===== src/rtl/if_id_skid.sv =====
// IF/ID pipeline register with a two-entry skid buffer, registered in_ready,
// NOP injection on flush and a configurable bubble instruction.
module if_id_skid #(
    parameter int unsigned         DATA_W    = 32,
    parameter int unsigned         PC_W      = 32,
    parameter logic [DATA_W-1:0]   NOP_INSTR = 'h0000_0013
) (
    input  logic              clk,
    input  logic              rst_n,
    input  logic              in_valid,
    input  logic [DATA_W-1:0] in_instr,
    input  logic [PC_W-1:0]   in_pc,
    output logic              in_ready,
    output logic              out_valid,
    output logic [DATA_W-1:0] out_instr,
    output logic [PC_W-1:0]   out_pc,
    input  logic              out_ready,
    input  logic              hold,
    input  logic              flush,
    output logic [1:0]        occupancy
);

    // Handshake: an entry moves when valid and ready are both high at a rising
    // edge; valid never waits on ready, and in_ready is a flop so upstream
    // never sees a combinational path from out_ready or hold.
    typedef enum logic [1:0] {
        EMPTY = 2'd0,
        ONE   = 2'd1,
        FULL  = 2'd2
    } state_t;

    state_t            state_q, state_d;
    logic              in_ready_q, in_ready_d;
    logic [DATA_W-1:0] main_instr_q, main_instr_d;
    logic [PC_W-1:0]   main_pc_q, main_pc_d;
    logic [DATA_W-1:0] skid_instr_q, skid_instr_d;
    logic [PC_W-1:0]   skid_pc_q, skid_pc_d;
    logic              acc;
    logic              cons;

    assign out_valid = (state_q != EMPTY);
    assign acc       = in_valid & in_ready_q;
    assign cons      = out_valid & out_ready & ~hold;

    always_comb begin
        state_d      = state_q;
        main_instr_d = main_instr_q;
        main_pc_d    = main_pc_q;
        skid_instr_d = skid_instr_q;
        skid_pc_d    = skid_pc_q;

        if (flush) begin
            // out_pc keeps its last value so redirect debug still sees it
            state_d      = EMPTY;
            main_instr_d = NOP_INSTR;
        end else begin
            case (state_q)
                EMPTY: begin
                    if (acc) begin
                        main_instr_d = in_instr;
                        main_pc_d    = in_pc;
                        state_d      = ONE;
                    end
                end
                ONE: begin
                    if (acc && cons) begin
                        main_instr_d = in_instr;
                        main_pc_d    = in_pc;
                    end else if (acc) begin
                        skid_instr_d = in_instr;
                        skid_pc_d    = in_pc;
                        state_d      = FULL;
                    end else if (cons) begin
                        state_d = EMPTY;
                    end
                end
                FULL: begin
                    if (cons) begin
                        main_instr_d = skid_instr_q;
                        main_pc_d    = skid_pc_q;
                        state_d      = ONE;
                    end
                end
                default: state_d = EMPTY;
            endcase
        end

        in_ready_d = (state_d != FULL);
    end

    always_ff @(posedge clk) begin
        if (!rst_n) begin
            state_q      <= EMPTY;
            in_ready_q   <= 1'b0;
            main_instr_q <= NOP_INSTR;
            main_pc_q    <= '0;
            skid_instr_q <= '0;
            skid_pc_q    <= '0;
        end else begin
            state_q      <= state_d;
            in_ready_q   <= in_ready_d;
            main_instr_q <= main_instr_d;
            main_pc_q    <= main_pc_d;
            skid_instr_q <= skid_instr_d;
            skid_pc_q    <= skid_pc_d;
        end
    end

    // A consumed-out main register keeps stale data, so the bubble is muxed here
    assign out_instr = out_valid ? main_instr_q : NOP_INSTR;
    assign out_pc    = main_pc_q;
    assign in_ready  = in_ready_q;
    assign occupancy = state_q;

endmodule


===== config.mk =====
export PLATFORM = sky130hd
export DESIGN_NAME = if_id_skid
export DESIGN_NICKNAME = d
export VERILOG_FILES = /design/src/rtl/if_id_skid.sv
export SDC_FILE = /design/constraint.sdc
export NUM_CORES = 1
export LEC_CHECK = 0
export BUFFER_PORTS_ARGS = -buffer_cell sky130_fd_sc_hd__buf_2
export CORE_MARGIN = 2
export CORE_UTILIZATION = 38
export CTS_CLUSTER_SIZE = 30
export DETAILED_ROUTE_END_ITERATION = 12
export GPL_ROUTABILITY_DRIVEN = 0
export MAX_ROUTING_LAYER = met4
export PLACE_DENSITY = 0.6
export SYNTH_ARGS = -nofsm -noshare
export SYNTH_HDL_FRONTEND = slang
export SYNTH_SLANG_ARGS = --single-unit
export TNS_END_PERCENT = 30

===== constraint.sdc =====
create_clock -name clk -period 2.11 [get_ports clk]
set_clock_uncertainty 0.2 [all_clocks]
set_input_delay 0.1055 -clock clk [delete_from_list [all_inputs] [get_ports clk]]
set_output_delay 0.1055 -clock clk [all_outputs]
set_load 0.02 [all_outputs]

==> metrics.csv <==
metric;value;unit
status;completed;
Clock Path Buffers;2;
Slew @ Worst Pin;559.0;ps
part of the cycle the worst path needs;0.9452;
I/O pin count;138;
vias in the first global route;5177;
CTS Sinks;131;
worst-path fanout max;34;
setup ws final;115.6;ps
CTS root buf;clkbuf_16;
DR WL/cell;14.77;um
RSZ-0062 raised after global routing;false;
die width;127.2;um
# setup viols final;0;
Area Overhead vs Synth;35.45;%
Worst setup SP type;flop;
Power Total;5.859;mW
post-route cell area;7811;um2
CP cell instances;or2_1 > buf_6 > and2_1 > buf_2;
Pre-Repair DR Iteration Count;5;
TritonCTS buffer count;17;
Hold Crit Class;in -> reg;
final hold vios;0;
count of different cell masters after synthesis;33;
Main synth FF type;dfxtp_1;
clock slew at reported path FFs;50;ps
pre-CTS WS;174.8;ps
CP Capture Type;output port;
initial DRC count;282;
#FFs+latches synth;131;
IO buf count;137;
Min Hold Slack;34.37;ps
initial antenna violation count;0;
Yosys warning count;0;
die area;16180;um2
WL final;15470;um
Total Routing Usage GR;0.1980;
nets@finish;918;
final design utilization;0.5196;
Final Non-Filler Cells;1047;
die height;127.2;um
total grt overflow;0;
Post-synth EDFFs;0;
Initial Util;0.3836;
largest stage delay on the critical path;430;ps
core box area;15030;um2
DR vias;5456;
Mapped Avg Cell Area;8.531;um2
fin crit period;1994;ps
worst r2r path cells;5;
clk_lat worst skew;420;ps
TritonCTS clock tree;yes;
largest net degree at the start of global routing;117;
critical path class;reg -> out;
Critical Path AT;1690;ps
leakage power;3.351;nW
global-route wire length before repair;24850;um
row cnt;45;
vias per cell;5.211;
mapped cell area;5767;um2
fmax;0.5014;GHz
hpwl dp;9679;um
DRC Markers;0;
hold path depth;4;
max cap viols;0;
H-tree depth;4;
Antenna Violating Nets Remaining;0;
sequential share of the synthesized area;0.4548;
placed insts;950;
Synthesized Nets;746;
layout cell share with drive strength beyond 1;0.2596;
Cells after Synth;676;
# diodes;0;
Slew headroom;0.6273;
Crit-path slowest cell;dfxtp_2;
Placed Area;6594;um2
setup TNS;0;ps
Cell Pwr Density;750.0;nW/um2
number of fill cells;1420;
FFs w/ async S/R, synth;0;
VDD IR max;532.2;uV
CP Data Required Time;1800;ps
Max Slew Vio Count;0;
==> per-layer routing <==
layer | share of wire | global-route usage | vias up
met5 | 0 | - | -
met4 | 0.010 | 0.06593 | 0
met3 | 0.043 | 0.04104 | 14
met2 | 0.49 | 0.3378 | 151
met1 | 0.46 | 0.2340 | 2556
li1 | - | - | 2735
==> flip-flops by register name, summed over array words and instances, names as in the netlist <==
signal	flops
skid_instr_q	32
main_instr_q	32
skid_pc_q	32
in_ready	1
occupancy	2
out_pc	32
==> path summary, 6_finish.rpt <==
check	start	to	slack (ps)
worst max-delay path	occupancy[1]	out_instr[3]	120
worst min-delay path	in_valid	occupancy[0]	30
worst max register to register	in_ready	main_instr_q[20]	220
worst min register to register	skid_instr_q[29]	skid_instr_q[29]	250
==> synth_stat cells (2+ instances only) <==
cell | number | area, um2
buf_2 | 20 | 100.1
o221a_1 | 3 | 33.78
nand3_1 | 65 | 325.3
a211oi_2 | 2 | 25.02
dfxtp_1 | 131 | 2623
o21ai_0 | 61 | 305.3
nor4_1 | 3 | 18.77
o21ai_1 | 3 | 15.01
nand2b_1 | 6 | 37.54
and2_1 | 30 | 187.7
mux2i_1 | 29 | 290.3
or2_1 | 2 | 12.51
o221a_2 | 29 | 326.6
clkbuf_2 | 5 | 25.02
a41oi_1 | 3 | 26.28
nor3_1 | 29 | 145.1
buf_6 | 4 | 45.04
nor2_1 | 3 | 11.26
nor2b_1 | 4 | 25.02
clkbuf_1 | 37 | 138.9
buf_1 | 2 | 7.510
nand2_1 | 135 | 506.7
a211oi_1 | 29 | 217.7
nand3b_1 | 32 | 240.2
==> worst max-delay path, delay by kind of cell, from the launching register on <==
kind	cells	cell delay, ps
flip-flops	1	430
buffers and inverters	2	420
AND/OR/NAND/NOR	2	410
==> report_power, final <==
group / internal, mW / switching (mW)
registers: 2.54 / 0.0365
clock network: 1.66 / 1.01
logic: 0.289 / 0.323
total: 4.49 / 1.37
==> what timing repair did <==
| item | CTS | global route |
|---|---|---|
| hold buffers | 67 | 0 |
| setup endpoints to repair | 32 | 0 |
| hold endpoints to repair | 129 | 0 |
| setup buffers | 0 | 0 |
| gates resized for setup | 3 | 0 |
==> cell type report <==
class	instances	area [um2]	area share
clock buffers	25	515.5	0.06599
clock inverters	5	25.02	0.003204
multi-input cells	475	2843	0.3639
flip-flops and latches	131	2625	0.3361
well taps	188	235.2	0.03011
repair buffers	223	1568	0.2007
==> logic make-up (layout without fill, tap and decap cells) <==
logic type	Yosys count	in the layout	share of synthesized area
flops	131	131	0.4548
compound gates	135	135	0.1716
simple gates	311	311	0.2658
buf+inv	70	253	0.05750
mux	29	29	0.05034
==> layout by cell type (no fill, tap or decap), types with 3 or more instances in the layout <==
master	count
dfxtp_1	129
clkbuf_8	6
nand2_1	135
o221a_1	3
buf_2	136
a41oi_1	3
clkinv_2	5
and2_1	30
clkbuf_16	17
nand3b_1	32
a211oi_1	29
nor2b_1	3
buf_12	5
nand3_1	65
nor4_1	3
o21ai_1	3
nor3_1	29
o221a_2	29
mux2i_1	29
nand2b_1	5
buf_4	14
o21ai_0	61
dlygate4sd3_1	67
(Power assumes the default switching activity.)
